==> config.mk <==
export PLATFORM = sky130hd
export DESIGN_NAME = polyline_gen
export DESIGN_NICKNAME = d
export VERILOG_FILES = /design/src/rtl/polyline_gen.sv
export SDC_FILE = /design/constraint.sdc
export NUM_CORES = 1
export LEC_CHECK = 0
export ABC_AREA = 1
export BUFFER_PORTS_ARGS = -buffer_cell sky130_fd_sc_hd__buf_2
export CAP_MARGIN = 40
export CORE_MARGIN = 3
export CORE_UTILIZATION = 40
export DETAILED_ROUTE_END_ITERATION = 10
export PLACE_DENSITY = 0.56
export REMOVE_ABC_BUFFERS = 1
export SYNTH_ARGS = -nofsm -noshare
export SYNTH_HDL_FRONTEND = slang
export SYNTH_SLANG_ARGS = --single-unit
==> constraint.sdc <==
create_clock -name clk_in -period 19.2 [get_ports clk_in]
set_input_delay 1.92 -clock clk_in [delete_from_list [all_inputs] [get_ports clk_in]]
set_output_delay 1.92 -clock clk_in [all_outputs]
set_load 0.02 [all_outputs]
==> src/rtl/polyline_gen.sv <==
// Polyline rasteriser: buffers incoming points in a small FIFO and walks
// Bresenham segments between them, emitting one registered pixel per handshake.
module polyline_gen #(
  parameter int COORD_W    = 12,
  parameter int COLOR_W    = 4,
  parameter int FIFO_DEPTH = 4
) (
  input  logic                      clk_in,
  input  logic                      rst_n_in,
  input  logic                      pt_valid_in,
  output logic                      pt_ready_out,
  input  logic signed [COORD_W-1:0] pt_x_in,
  input  logic signed [COORD_W-1:0] pt_y_in,
  input  logic [COLOR_W-1:0]        pt_color_in,
  input  logic                      pt_new_in,
  input  logic                      pt_close_in,
  output logic                      px_valid_out,
  input  logic                      px_ready_in,
  output logic signed [COORD_W-1:0] px_x_out,
  output logic signed [COORD_W-1:0] px_y_out,
  output logic [COLOR_W-1:0]        px_color_out,
  output logic                      px_seg_last_out,
  output logic                      busy_out
);
  localparam int AW    = $clog2(FIFO_DEPTH);
  localparam int DW    = COORD_W + 1;
  localparam int EW    = COORD_W + 2;
  localparam int ENT_W = 2 * COORD_W + COLOR_W + 2;
  localparam logic signed [COORD_W-1:0] ONE     = 1;
  localparam logic [DW-1:0]             CNT_ONE = 1;
  localparam logic [AW:0]               PTR_ONE = 1;

  typedef enum logic [1:0] {IDLE, LOAD, DRAW, CLOSE} state_t;

  logic [ENT_W-1:0]          mem_q [FIFO_DEPTH];
  logic [AW:0]               wrPtr_q, rdPtr_q;
  logic                      readyEn_q;
  logic                      fifoEmpty, fifoFull, push, pop, advance;
  logic [ENT_W-1:0]          head;
  logic signed [COORD_W-1:0] headX, headY;
  logic [COLOR_W-1:0]        headCol;
  logic                      headNew, headClose;

  state_t                    state_q;
  logic signed [COORD_W-1:0] cx_q, cy_q, tx_q, ty_q, ox_q, oy_q;
  logic                      haveOrigin_q, start_q, close_q;
  logic [COLOR_W-1:0]        col_q;
  logic signed [DW-1:0]      dx_q, dy_q;
  logic                      sxNeg_q, syNeg_q;
  logic signed [EW-1:0]      err_q;
  logic [DW-1:0]             cnt_q;
  logic                      pxValid_q, pxLast_q;
  logic signed [COORD_W-1:0] pxX_q, pxY_q;
  logic [COLOR_W-1:0]        pxCol_q;

  assign fifoEmpty    = (wrPtr_q == rdPtr_q);
  assign fifoFull     = (wrPtr_q[AW] != rdPtr_q[AW]) && (wrPtr_q[AW-1:0] == rdPtr_q[AW-1:0]);
  assign pt_ready_out = readyEn_q && !fifoFull;
  assign push         = pt_valid_in && pt_ready_out;
  assign advance      = !pxValid_q || px_ready_in;
  assign pop          = (state_q == IDLE) && advance && !fifoEmpty;
  assign head         = mem_q[rdPtr_q[AW-1:0]];
  assign {headX, headY, headCol, headNew, headClose} = head;

  always_ff @(posedge clk_in) begin
    if (push) mem_q[wrPtr_q[AW-1:0]] <= {pt_x_in, pt_y_in, pt_color_in, pt_new_in, pt_close_in};
  end

  // readyEn_q keeps the FIFO closed until the first edge after reset release.
  always_ff @(posedge clk_in or negedge rst_n_in) begin
    if (!rst_n_in) begin
      wrPtr_q   <= '0;
      rdPtr_q   <= '0;
      readyEn_q <= 1'b0;
    end else begin
      readyEn_q <= 1'b1;
      if (push) wrPtr_q <= wrPtr_q + PTR_ONE;
      if (pop)  rdPtr_q <= rdPtr_q + PTR_ONE;
    end
  end

  // Segment setup: IDLE measures current endpoint -> FIFO head, otherwise endpoint -> origin.
  logic signed [COORD_W-1:0] fromX, fromY, toX, toY;
  logic signed [DW-1:0]      diffX, diffY, absX, absY, negAbsY;
  logic signed [EW-1:0]      setErr;
  logic [DW-1:0]             setCnt, closeCnt;
  logic                      setSxNeg, setSyNeg;

  always_comb begin
    if (state_q == IDLE) begin
      fromX = cx_q;  fromY = cy_q;  toX = headX; toY = headY;
    end else begin
      fromX = tx_q;  fromY = ty_q;  toX = ox_q;  toY = oy_q;
    end
    diffX    = $signed({toX[COORD_W-1], toX}) - $signed({fromX[COORD_W-1], fromX});
    diffY    = $signed({toY[COORD_W-1], toY}) - $signed({fromY[COORD_W-1], fromY});
    absX     = diffX[DW-1] ? -diffX : diffX;
    absY     = diffY[DW-1] ? -diffY : diffY;
    negAbsY  = -absY;
    setSxNeg = diffX[DW-1] || (diffX == '0);
    setSyNeg = diffY[DW-1] || (diffY == '0);
    setErr   = $signed({absX[DW-1], absX}) + $signed({negAbsY[DW-1], negAbsY});
    setCnt   = (absX > absY) ? absX : absY;
    closeCnt = (setCnt == '0) ? '0 : setCnt - CNT_ONE;
  end

  logic signed [EW-1:0]      e2, dxExt, dyExt, stepErr;
  logic signed [COORD_W-1:0] stepX, stepY, pixX, pixY;
  logic                      emitNow, lastNow;

  always_comb begin
    e2      = err_q <<< 1;
    dxExt   = $signed({dx_q[DW-1], dx_q});
    dyExt   = $signed({dy_q[DW-1], dy_q});
    stepErr = err_q;
    stepX   = cx_q;
    stepY   = cy_q;
    if (e2 >= dyExt) begin
      stepErr = stepErr + dyExt;
      stepX   = sxNeg_q ? cx_q - ONE : cx_q + ONE;
    end
    if (e2 <= dxExt) begin
      stepErr = stepErr + dxExt;
      stepY   = syNeg_q ? cy_q - ONE : cy_q + ONE;
    end
    emitNow = start_q || (cnt_q != '0);
    lastNow = start_q || (cnt_q == CNT_ONE);
    pixX    = start_q ? tx_q : stepX;
    pixY    = start_q ? ty_q : stepY;
  end

  // Engine: nothing moves while a presented pixel is being held back.
  always_ff @(posedge clk_in or negedge rst_n_in) begin
    if (!rst_n_in) begin
      state_q      <= IDLE;
      cx_q         <= '0;  cy_q <= '0;  tx_q <= '0;  ty_q <= '0;
      ox_q         <= '0;  oy_q <= '0;
      haveOrigin_q <= 1'b0;
      start_q      <= 1'b0;
      close_q      <= 1'b0;
      col_q        <= '0;
      dx_q         <= '0;  dy_q <= '0;
      sxNeg_q      <= 1'b0;
      syNeg_q      <= 1'b0;
      err_q        <= '0;
      cnt_q        <= '0;
      pxValid_q    <= 1'b0;
      pxLast_q     <= 1'b0;
      pxX_q        <= '0;  pxY_q <= '0;
      pxCol_q      <= '0;
    end else if (advance) begin
      pxValid_q <= 1'b0;
      case (state_q)
        IDLE: if (!fifoEmpty) begin
          tx_q    <= headX;
          ty_q    <= headY;
          col_q   <= headCol;
          close_q <= headClose;
          start_q <= headNew || !haveOrigin_q;
          if (headNew || !haveOrigin_q) begin
            ox_q         <= headX;
            oy_q         <= headY;
            haveOrigin_q <= 1'b1;
          end
          dx_q    <= absX;
          dy_q    <= negAbsY;
          sxNeg_q <= setSxNeg;
          syNeg_q <= setSyNeg;
          err_q   <= setErr;
          cnt_q   <= setCnt;
          state_q <= LOAD;
        end
        LOAD, DRAW: begin
          if (emitNow) begin
            pxValid_q <= 1'b1;
            pxX_q     <= pixX;
            pxY_q     <= pixY;
            pxCol_q   <= col_q;
            pxLast_q  <= lastNow;
            cx_q      <= pixX;
            cy_q      <= pixY;
            err_q     <= stepErr;
            cnt_q     <= cnt_q - CNT_ONE;
          end
          if (emitNow && !lastNow) begin
            state_q <= DRAW;
          end else if (close_q) begin
            dx_q    <= absX;
            dy_q    <= negAbsY;
            sxNeg_q <= setSxNeg;
            syNeg_q <= setSyNeg;
            err_q   <= setErr;
            cnt_q   <= closeCnt;
            state_q <= CLOSE;
          end else begin
            state_q <= IDLE;
          end
        end
        CLOSE: begin
          if (cnt_q != '0) begin
            pxValid_q <= 1'b1;
            pxX_q     <= stepX;
            pxY_q     <= stepY;
            pxCol_q   <= col_q;
            pxLast_q  <= (cnt_q == CNT_ONE);
            cx_q      <= stepX;
            cy_q      <= stepY;
            err_q     <= stepErr;
            cnt_q     <= cnt_q - CNT_ONE;
          end
          if (cnt_q <= CNT_ONE) begin
            cx_q    <= ox_q;
            cy_q    <= oy_q;
            state_q <= IDLE;
          end
        end
        default: state_q <= IDLE;
      endcase
    end
  end

  assign px_valid_out    = pxValid_q;
  assign px_x_out        = pxX_q;
  assign px_y_out        = pxY_q;
  assign px_color_out    = pxCol_q;
  assign px_seg_last_out = pxLast_q;
  assign busy_out        = !fifoEmpty || (state_q != IDLE) || pxValid_q;
endmodule

### Word level (Yosys, flattened, before mapping)

Memory sizes are Yosys's and may differ from the RTL's.
Cells that the tools add are included.

* output and inout bits: 32
* bits in latches: 0
* register bits after elaboration: 173
* memories: 1
* bits in read-only memories: 0
* logic and storage cells: 166
* RAM bits: 120

Memories
* mem_q: words 4, width 30, rd ports 1, clocked after Yosys merged registers in 0, wr ports 1, RTL line 35 `logic [ENT_W-1:0] mem_q [FIFO_DEPTH];`

* order comparisons: 4
* add/subtract/negate cells: 16
* equality and inequality tests: 14
* muxes and demuxes: 70
* shifts and indexed selects: 0
* bitwise gates (word level): 1
* multipliers: 0
* div/mod/pow operators: 0
* reductions and logical operators: 35

Operators by type and width (number)
* $mux W13: 15
* $mux W12: 16
* $mux W14: 7
* $pmux W12 S2: 4
* $pmux W13 S2: 2
* $pmux W14 S3: 1
* $logic_not A13 Y1: 3
* $neg A13 Y13: 3
* $pmux W13 S3: 1
* $add A14 B13 Y14: 2
* $sub A12 B12 Y13: 2
* $sub A13 B1 Y13 const B: 2
* $add A12 B2 Y12 const B: 2
* $sub A12 B2 Y12 const B: 2
* $add A13 B13 Y14: 1
* $ge A14 B13 Y1: 1
* $le A14 B13 Y1: 1
* $eq A13 B1 Y1 const B: 1
* $gt A13 B13 Y1: 1
* $le A13 B1 Y1 const B: 1
* $reduce_bool A13 Y1: 1
* $mux W1: 12
* $ne A2 B2 Y1 const B: 6
* $reduce_and A4 Y1: 3
* other kinds (21): 50

### Longest topological paths before layout

Gate-level depths: netlist (run 1).

* depth in word-level cells: 12
* depth in mapped cells: 49
* gate-level depth less buffers: 45

### Least setup slack after synthesis (run 1)

Ideal clock, no wire load.

* path type: flip-flop to flip-flop
* from: register state_q[0]
* to: register cnt_q[12]
* arrival time: 5.881 ns
* setup time: 0.116 ns
* data required time: 19.084 ns
* path buffers: 5
* path slack: 13.203 ns
* cell stages (with the launch flop): 47
* cell sequence: dfrtp_1 > inv_1 > ha_1 > clkbuf_1 > clkbuf_1 > buf_1 > nand2_1 > o21ai_0 > ha_1 > inv_1 > fa_1 > nand3_1 > nand2_2 > nand3_2 > nand2_1 > nand2_1 > nand2_1 > nand2_1 > (+11 left out) > o21ai_0 > nand4_2 > nand4_1 > nand3_4 > buf_8 > nand2_1 > o21ai_2 > inv_1 > ha_1 > nand3_4 > nor2_4 > nand4_1 > nand3_1 > nand2_1 > nand2_1 > nand2_1 > nand2_1 > nand2_1

* word-level cells in the longest chain between the ends: 12
* elaborated cells on any way between the ends: 27
* those cells by class: add/sub: 5; order compare: 1; eq/ne: 5; mux: 12; reduce/logical: 4

Ends and longest elaborated chain
* start: declaration: RTL line 44 `state_t state_q;`
* start signal: assignment: RTL line 135 `state_q <= IDLE;`
* start signal: assignment: RTL line 171 `state_q <= LOAD;`
* start signal: assignment: RTL line 186 `state_q <= DRAW;`
* $logic_not A2 Y1: RTL line 90, 153
* $mux W12: RTL line 90 `if (state_q == IDLE) begin`
* $sub A12 B12 Y13 (on tied branches): RTL line 95, 96
* $neg A13 Y13 (on tied branches): RTL line 97, 98
* $mux W13 (on tied branches): RTL line 97, 98
* $gt A13 B13 Y1: RTL line 103 `setCnt = (absX > absY) ? absX : absY;`
* $mux W13: RTL line 103
* $sub A13 B1 Y13 / $logic_not A13 Y1 (equally long branches): RTL line 104 `closeCnt = (setCnt == '0) ? '0 : setCnt - CNT_ONE;`
* $mux W13: RTL line 104
* $mux W13: RTL line 187 `end else if (close_q) begin`
* $mux W13: RTL line 185 `if (emitNow && !lastNow) begin`
* $pmux W13 S3: RTL line 153 `case (state_q)`
* end signal: assignment: RTL line 170 `cnt_q <= setCnt;`
* end signal: assignment: RTL line 183 `cnt_q <= cnt_q - CNT_ONE;`
* end signal: assignment: RTL line 193 `cnt_q <= closeCnt;`
* end: declaration: RTL line 51 `logic [DW-1:0] cnt_q;`

Several ways; a longest one is shown, not always the timed one. The select of a mux whose other input is x is not followed.
A chain may end at the register's enable or synchronous reset.

### Final worst setup path (run 1)

* from: register rdPtr_q[1]
* to: register cnt_q[12]

* word-level cells in the longest chain between the ends: 12
* elaborated cells on any way between the ends: 21
* those cells by class: add/sub: 5; order compare: 1; eq/ne: 2; mux: 10; reduce/logical: 2; memory: 1

Ends and longest elaborated chain
* start: declaration: RTL line 36 `logic [AW:0] wrPtr_q, rdPtr_q;`
* start signal: assignment: RTL line 78 `if (pop) rdPtr_q <= rdPtr_q + PTR_ONE;`
* $mem_v2 Z4 W30
* $mux W12: RTL line 90
* $sub A12 B12 Y13 (on tied branches): RTL line 95, 96
* $neg A13 Y13 (on tied branches): RTL line 97, 98
* $mux W13 (on tied branches): RTL line 97, 98
* $gt A13 B13 Y1: RTL line 103
* $mux W13: RTL line 103
* $sub A13 B1 Y13 / $logic_not A13 Y1 (equally long branches): RTL line 104
* $mux W13: RTL line 104
* $mux W13: RTL line 187
* $mux W13: RTL line 185
* $pmux W13 S3: RTL line 153

Several ways; a longest one is shown, not always the timed one. The select of a mux whose other input is x is not followed.

==> flow_metrics.tcl, run 1 <==
set metrics [dict create \
    worst_setup_path_end_kind "flop" \
    area_growth_pct 12.11 \
    clkSinkCount 292 \
    multi_input_area_mm2 0.01043 \
    grt_pass1_wl_mm 94.54 \
    cts_tree "done" \
    synth_top_cell_by_area "dfrtp_1" \
    clock_skew_ps 39.52 \
    cts_setup_buffers 0 \
    ys_async_sr_fraction_pct 58.90 \
    cp_slowest_stage_delay_ps 410 \
    synth_ff_type "dfrtp_1" \
    final.min_clock_period_ps 7071 \
    synth_xor_area_share_pct 4.048 \
    outcome "finished clean" \
    vias 17470 \
    initial_core_util_pct 40.74 \
    cts-hold-fix-buffers 0 \
    synth_area_leaders "dfrtp_1 (21%), edfxtp_1 (18%), nand2_1 (9.7%), o21ai_0 (9.2%), ha_1 (8.2%)" \
    grt_start_max_net_pins 67 \
    stdcell_area_mm2 0.02245 \
    tightest_slew_ps 878.5 \
    nets 2790 \
    wirelength_mm 58.83 \
    fp.dieH_um 229.8 \
    wire_per_inst_um 17.77 \
    dpl_cell_area_mm2 0.02120 \
    place_ws_ps 12170 \
    critical-path-top-delay-family "simple AND/OR/NAND/NOR gates" \
    synth_top_family_by_area "simple AND/OR/NAND/NOR gates" \
    worst_slack_ps 12130 \
    htree_levels 2 \
    ioPinCount 66 \
    synthSimpleGateAreaFrac_pct 19.93 \
    synthAdderAreaFrac_pct 8.884 \
    stdcell_count 3310 \
    hp-class "flop to flop" \
    antenna_found_initial 0 \
    synth_area_mm2 0.02003 \
    place_inst 3243 \
    relSlewSlack_pct 40.82 \
    post-route-drc-count 0 \
    crit_arrival_ps 7520 \
    final-hold-violation-count 0 \
    cap_violations 0 \
    diodes 0 \
    drive_gt1_share_pct 9.826 \
    synth_edf_count 120 \
    cp_max_fo 31 \
    fp.dieW_um 229.8 \
    required_ps 19650 \
    rsz0062_at_grt "false" \
    yosysUniqueCellTypes 69 \
    clockRootBuffer "clkbuf_16" \
    row_count 81 \
    synth_cells 2575 \
    avgViaCountPerCell 5.279 \
    ys_ff_latch 292 \
    die_area_mm2 0.05279 \
    setup_viol 0 \
    fmax_ghz 0.1414 \
    clockBufferDepth 3 \
    synth_warnings 0 \
    clk_pin_slew_worst_paths_ps 60 \
    final.period_utilization_pct 36.83 \
    yosysTopAreaCellShare_pct 21.49 \
    startpoint_type "flop" \
    overflow 0 \
    avgSynthCellArea_um2 7.777 \
    grt_pass1_vias 17210 \
    ys_seq_area_share_pct 39.49 \
    gp_congestion 0.9207 \
    cts_resized 0 \
    crit_slowest_cell "inv_1" \
    synthMuxAreaShare_pct 0 \
    layout.area.seq_mm2 0.007909 \
    drtIter0Drc 1208 \
    core_area_mm2 0.04915 \
    synth_compound_area_share_pct 18.94 \
    port-buffer-count 65 \
    postRouteAntennaNets 0 \
    critPathKind "flop to flop" \
    cpMostUsedCell "nand2_1" \
    numCtsBuffers 37 \
    cp_num_buf_inv 7 \
    fillerInstances 4870 \
    drv_slew 0 \
    tns_ps 0 \
    grt_usage_pct 22.27 \
    drt_pre_antenna_iters 5 \
    dp_hpwl_mm 42.02 \
    clkLatencyLatePin_ps 570 \
]
==> synthesized netlist by cell type (11+ instances only) <==
cell,n
a21oi_1,154
a31oi_1,13
clkbuf_1,82
dfrtp_1,172
edfxtp_1,120
ha_1,131
inv_1,351
nand2_1,518
nand2_2,27
nand3_1,88
nand4_1,19
nor2_1,190
nor3_1,21
o211ai_1,17
o21ai_0,369
o21bai_1,21
o22ai_1,45
or2_2,11
xnor2_1,16
xor2_1,66
==> final timing paths <==
kind | end | cells past startpoint | slack, ps | start
max | cnt_q[12]$_DFFE_PN0P_ | 45 | 12130 | rdPtr_q[1]$_DFFE_PN0P_
min | px_color_out[0]$_DFFE_PN0P_ | 2 | 470 | px_color_out[0]$_DFFE_PN0P_
max reg2reg | cnt_q[12]$_DFFE_PN0P_ | 45 | 12130 | rdPtr_q[1]$_DFFE_PN0P_
min reg2reg | px_color_out[0]$_DFFE_PN0P_ | 2 | 470 | px_color_out[0]$_DFFE_PN0P_
max in group asynchronous | dy_q[9]$_DFFE_PN0P_ | 2 | 16700 | rst_n_in
min in group asynchronous | px_y_out[11]$_DFFE_PN0P_ | 1 | 1320 | rst_n_in
==> metal layers <==
layer  part of all wire [%]  up-vias  global-route usage (%)
li1                       -     8677                       -
met1                     46     8302                   29.62
met2                     47      388                   38.08
met3                    4.2      106                   2.775
met4                    3.0        0                   6.664
met5                      0        -                       0
==> worst reg2reg max path: cells and delay by family (launching register included) <==
family / cells / cell delay (ps)
AND/OR/NAND/NOR: 24 / 2680
buffers and inverters: 7 / 1460
AO/OA/AOI/OAI: 9 / 1150
adder cells (fa/ha/maj): 4 / 1020
flip-flops: 1 / 360
XOR/XNOR: 1 / 270
==> logic make-up (layout without fill, tap and decap cells) <==
kind of cell,after synthesis,in the layout
simple gates,917,917
compound gates,681,681
buf+inv,459,530
flops,292,292
fa+ha+maj,138,138
xor+xnor,87,87
other cells,1,1
==> cell usage in the layout, fill, tap and decap left out, types with 13 or more instances in the layout <==
cell type | netlist | layout
a31oi_1 | 13 | 13
o21bai_1 | 21 | 21
buf_2 | 0 | 64
xnor2_1 | 16 | 16
dfrtp_1 | 172 | 171
o22ai_1 | 45 | 45
nand4_1 | 19 | 19
clkbuf_16 | 0 | 38
buf_4 | 1 | 27
nand2_1 | 518 | 518
nor3_1 | 21 | 20
nand3_1 | 88 | 88
nand2_2 | 27 | 27
edfxtp_1 | 120 | 120
inv_1 | 351 | 350
o21ai_0 | 369 | 369
nor2_1 | 190 | 185
o211ai_1 | 17 | 17
xor2_1 | 66 | 66
a21oi_1 | 154 | 153
ha_1 | 131 | 129
==> state kept, by name (all words and copies together), names as in the netlist, 2 cells and up <==
name	flops
px_color_out	4
wrPtr_q	3
cnt_q	13
ox_q	12
dx_q	13
tx_q	12
mem_q	120
ty_q	12
px_y_out	12
dy_q	13
cx_q	12
oy_q	12
cy_q	12
err_q	13
col_q	4
rdPtr_q	3
state_q	2
px_x_out	12
==> through the flow <==
step | hold WS (ps) | util [%]
floorplan | 438.5 | -
detailed placement | 461.3 | 43.13
global route | 484.1 | 45.68
finish | 473.3 | 45.68
global placement | 453.5 | 42.88
CTS | 475.4 | 45.68
==> final cells by class <==
type	count	area share (%)
Clock buffer	47	4.430
Clock inverter	20	1.159
Inverter	365	6.113
Multi-Input combinational cell	1824	46.44
Sequential cell	292	35.22
Tap cell	664	3.700
Timing Repair Buffer	98	2.931
Power of run 1 is not shown: default switching activity piles up to over one toggle a cycle in this logic, so the estimate is an artifact.
==> run 2: changes to the inputs <==
- ABC_AREA: 1 -> 0
- PLACE_DENSITY: 0.56 -> 0.58
- clock period: 19.2 -> 6.4 ns (I/O delays scaled with it)
==> flow_metrics.tcl, run 2 <==
set metrics [dict create \
    ioPinCount 66 \
    wirelength_mm 59.90 \
    drive_gt1_share_pct 28.41 \
    clock_skew_ps 22.44 \
    cap_violations 0 \
    yosysTopAreaCellShare_pct 21.55 \
    violations "negative setup slack" \
    numCtsBuffers 36 \
    clkLatencyLatePin_ps 570 \
    clockRootBuffer "clkbuf_16" \
    critPathKind "flop to flop" \
    row_count 81 \
    synth_area_leaders "dfrtp_1 (22%), edfxtp_1 (18%), ha_1 (8.2%), nand2_1 (4.4%), mux2_2 (4.3%)" \
    fp.dieW_um 229.4 \
    avgSynthCellArea_um2 9.794 \
    cp_max_fo 8 \
    vias 16910 \
    crit_slowest_cell "mux4_2" \
    grt_usage_pct 22.47 \
    grt_pass1_wl_mm 94.43 \
    grt_pass1_vias 16900 \
    synth_top_cell_by_area "dfrtp_1" \
    outcome "finished with violations" \
    die_area_mm2 0.05264 \
    largest_reg_flops 120 \
    setup_viol 9 \
    drv_slew 0 \
    postRouteAntennaNets 0 \
    fmax_ghz 0.1543 \
    cts_tree "done" \
    antenna_found_initial 1 \
    clk_pin_slew_worst_paths_ps 60 \
    tightest_slew_ps 933.1 \
    synth_warnings 0 \
    cp_num_buf_inv 3 \
    core_area_mm2 0.04915 \
    synth_area_mm2 0.01997 \
    clockBufferDepth 3 \
    final.period_utilization_pct 101.2 \
    synth_cells 2039 \
    crit_arrival_ps 6910 \
    drt_pre_antenna_iters 5 \
    final_cell_mix "buf_4 (281), nand2_1 (228), dfrtp_1 (171)" \
    worst_setup_path_end_kind "flop" \
    ys_seq_area_share_pct 39.60 \
    final.min_clock_period_ps 6480 \
    initial_core_util_pct 40.63 \
    avgViaCountPerCell 5.548 \
    grt_start_max_net_pins 63 \
    r2r_slack_ps -80 \
    wire_per_inst_um 19.66 \
    area_growth_pct 25.69 \
    synth_edf_count 120 \
    layout_commonest_cell "buf_4" \
    synthMostInstantiatedCell "nand2_1" \
    cp_slowest_stage_delay_ps 540 \
    hold_ws_ps 61.77 \
    worst_slack_ps -79.69 \
    gp_congestion 0.9670 \
    diodes 0 \
    yosysUniqueCellTypes 106 \
    ys_top_cells_by_count "nand2_1 (232), dfrtp_1 (172), nor2_1 (167)" \
    ys_async_sr_fraction_pct 58.90 \
    post-route-drc-count 0 \
    fp.dieH_um 229.4 \
    critical-path-top-delay-family "compound AO/OA/AOI/OAI gates" \
    rsz0062_at_grt "true" \
    ys_ff_latch 292 \
    synth_ff_type "dfrtp_1" \
    htree_levels 2 \
    drtIter0Drc 1091 \
    dp_hpwl_mm 44.11 \
    required_ps 6830 \
    final-hold-violation-count 0 \
    port-buffer-count 65 \
    clkSinkCount 292 \
    startpoint_type "flop" \
    nets 2527 \
    overflow 0 \
    relSlewSlack_pct 37.22 \
    hp-class "input pin to async pin" \
]
==> run 2: logic make-up (layout without fill, tap and decap cells) <==
| family | Yosys count | in the layout | synth area share, % |
|---|---|---|---|
| buffers and inverters | 192 | 536 | 3.828 |
| flip-flops | 292 | 292 | 39.60 |
| AND/OR/NAND/NOR | 585 | 585 | 13.41 |
| XOR/XNOR | 115 | 115 | 5.495 |
| AO/OA/AOI/OAI | 550 | 550 | 18.03 |
| multiplexers | 165 | 165 | 10.65 |
| other | 1 | 1 | 0.01878 |
| adder cells (fa/ha/maj) | 139 | 139 | 8.966 |
==> run 2: timing repair <==
action,4_1_cts,5_1_grt
endpoints found under the setup margin,12,19
pin swaps,15,29
gates resized for setup,43,86
buffers inserted,31,32
hold buffers,0,0
gates cloned,1,0
==> run 2: worst paths after layout <==
check / from / end / cells past startpoint
max in group asynchronous: rst_n_in / dy_q[0]$_DFFE_PN0P_ / 2
max: rdPtr_q[0]$_DFFE_PN0P_ / cnt_q[12]$_DFFE_PN0P_ / 30
min reg2reg: px_x_out[6]$_DFFE_PN0P_ / px_x_out[6]$_DFFE_PN0P_ / 2
min in group clk_in: pt_x_in[7] / mem_q[1][25]$_DFFE_PP_ / 1
max reg2reg: rdPtr_q[0]$_DFFE_PN0P_ / cnt_q[12]$_DFFE_PN0P_ / 30
min: rst_n_in / dy_q[12]$_DFFE_PN0P_ / 1
==> run 2: through the flow <==
| stage | setup TNS [ps] | area, µm² | setup slack (ps) | std cells | util (%) |
|---|---|---|---|---|---|
| after floorplan | -39330 | 19600 | -2622 | 1951 | - |
| after global placement | -1923 | 22580 | -252.9 | 2912 | 45.93 |
| after detailed placement | -4308 | 22710 | -479.6 | 2919 | 46.20 |
| after CTS | -8.108 | 24420 | -6.604 | 3017 | 49.67 |
| after global routing | -4125 | 25100 | -428.7 | 3047 | 51.06 |
| final | -364.5 | 25100 | -79.69 | 3047 | 51.06 |
==> run 2: area by class of cell <==
class | count | area, µm²
sequential | 292 | 7909
timing repair buffer | 366 | 2771
inverter | 104 | 390.4
clock inverter | 20 | 256.5
multi-input combinational | 1555 | 11960
tap | 664 | 830.8
fill | 4526 | 24050
clock buffer | 46 | 978.4
==> run 2: worst register-to-register path, delay by kind of cell, from the launching register on <==
| kind | cells | cell delay [ps] |
|---|---|---|
| AO/OA/AOI/OAI | 12 | 2230 |
| adder cells (fa/ha/maj) | 4 | 1130 |
| AND/OR/NAND/NOR | 7 | 1120 |
| multiplexers | 2 | 720 |
| XOR/XNOR | 2 | 430 |
| flip-flops | 1 | 420 |
| buffers and inverters | 3 | 280 |
==> run 2: layer usage <==
layer	global-route usage, %	up-vias	routed length, µm
li1	-	8080	-
met1	30.49	8276	26810
met2	37.69	436	28630
met3	2.724	113	2685
met4	6.804	0	1774
met5	0	-	0
Power of run 2 is left out for the same reason.
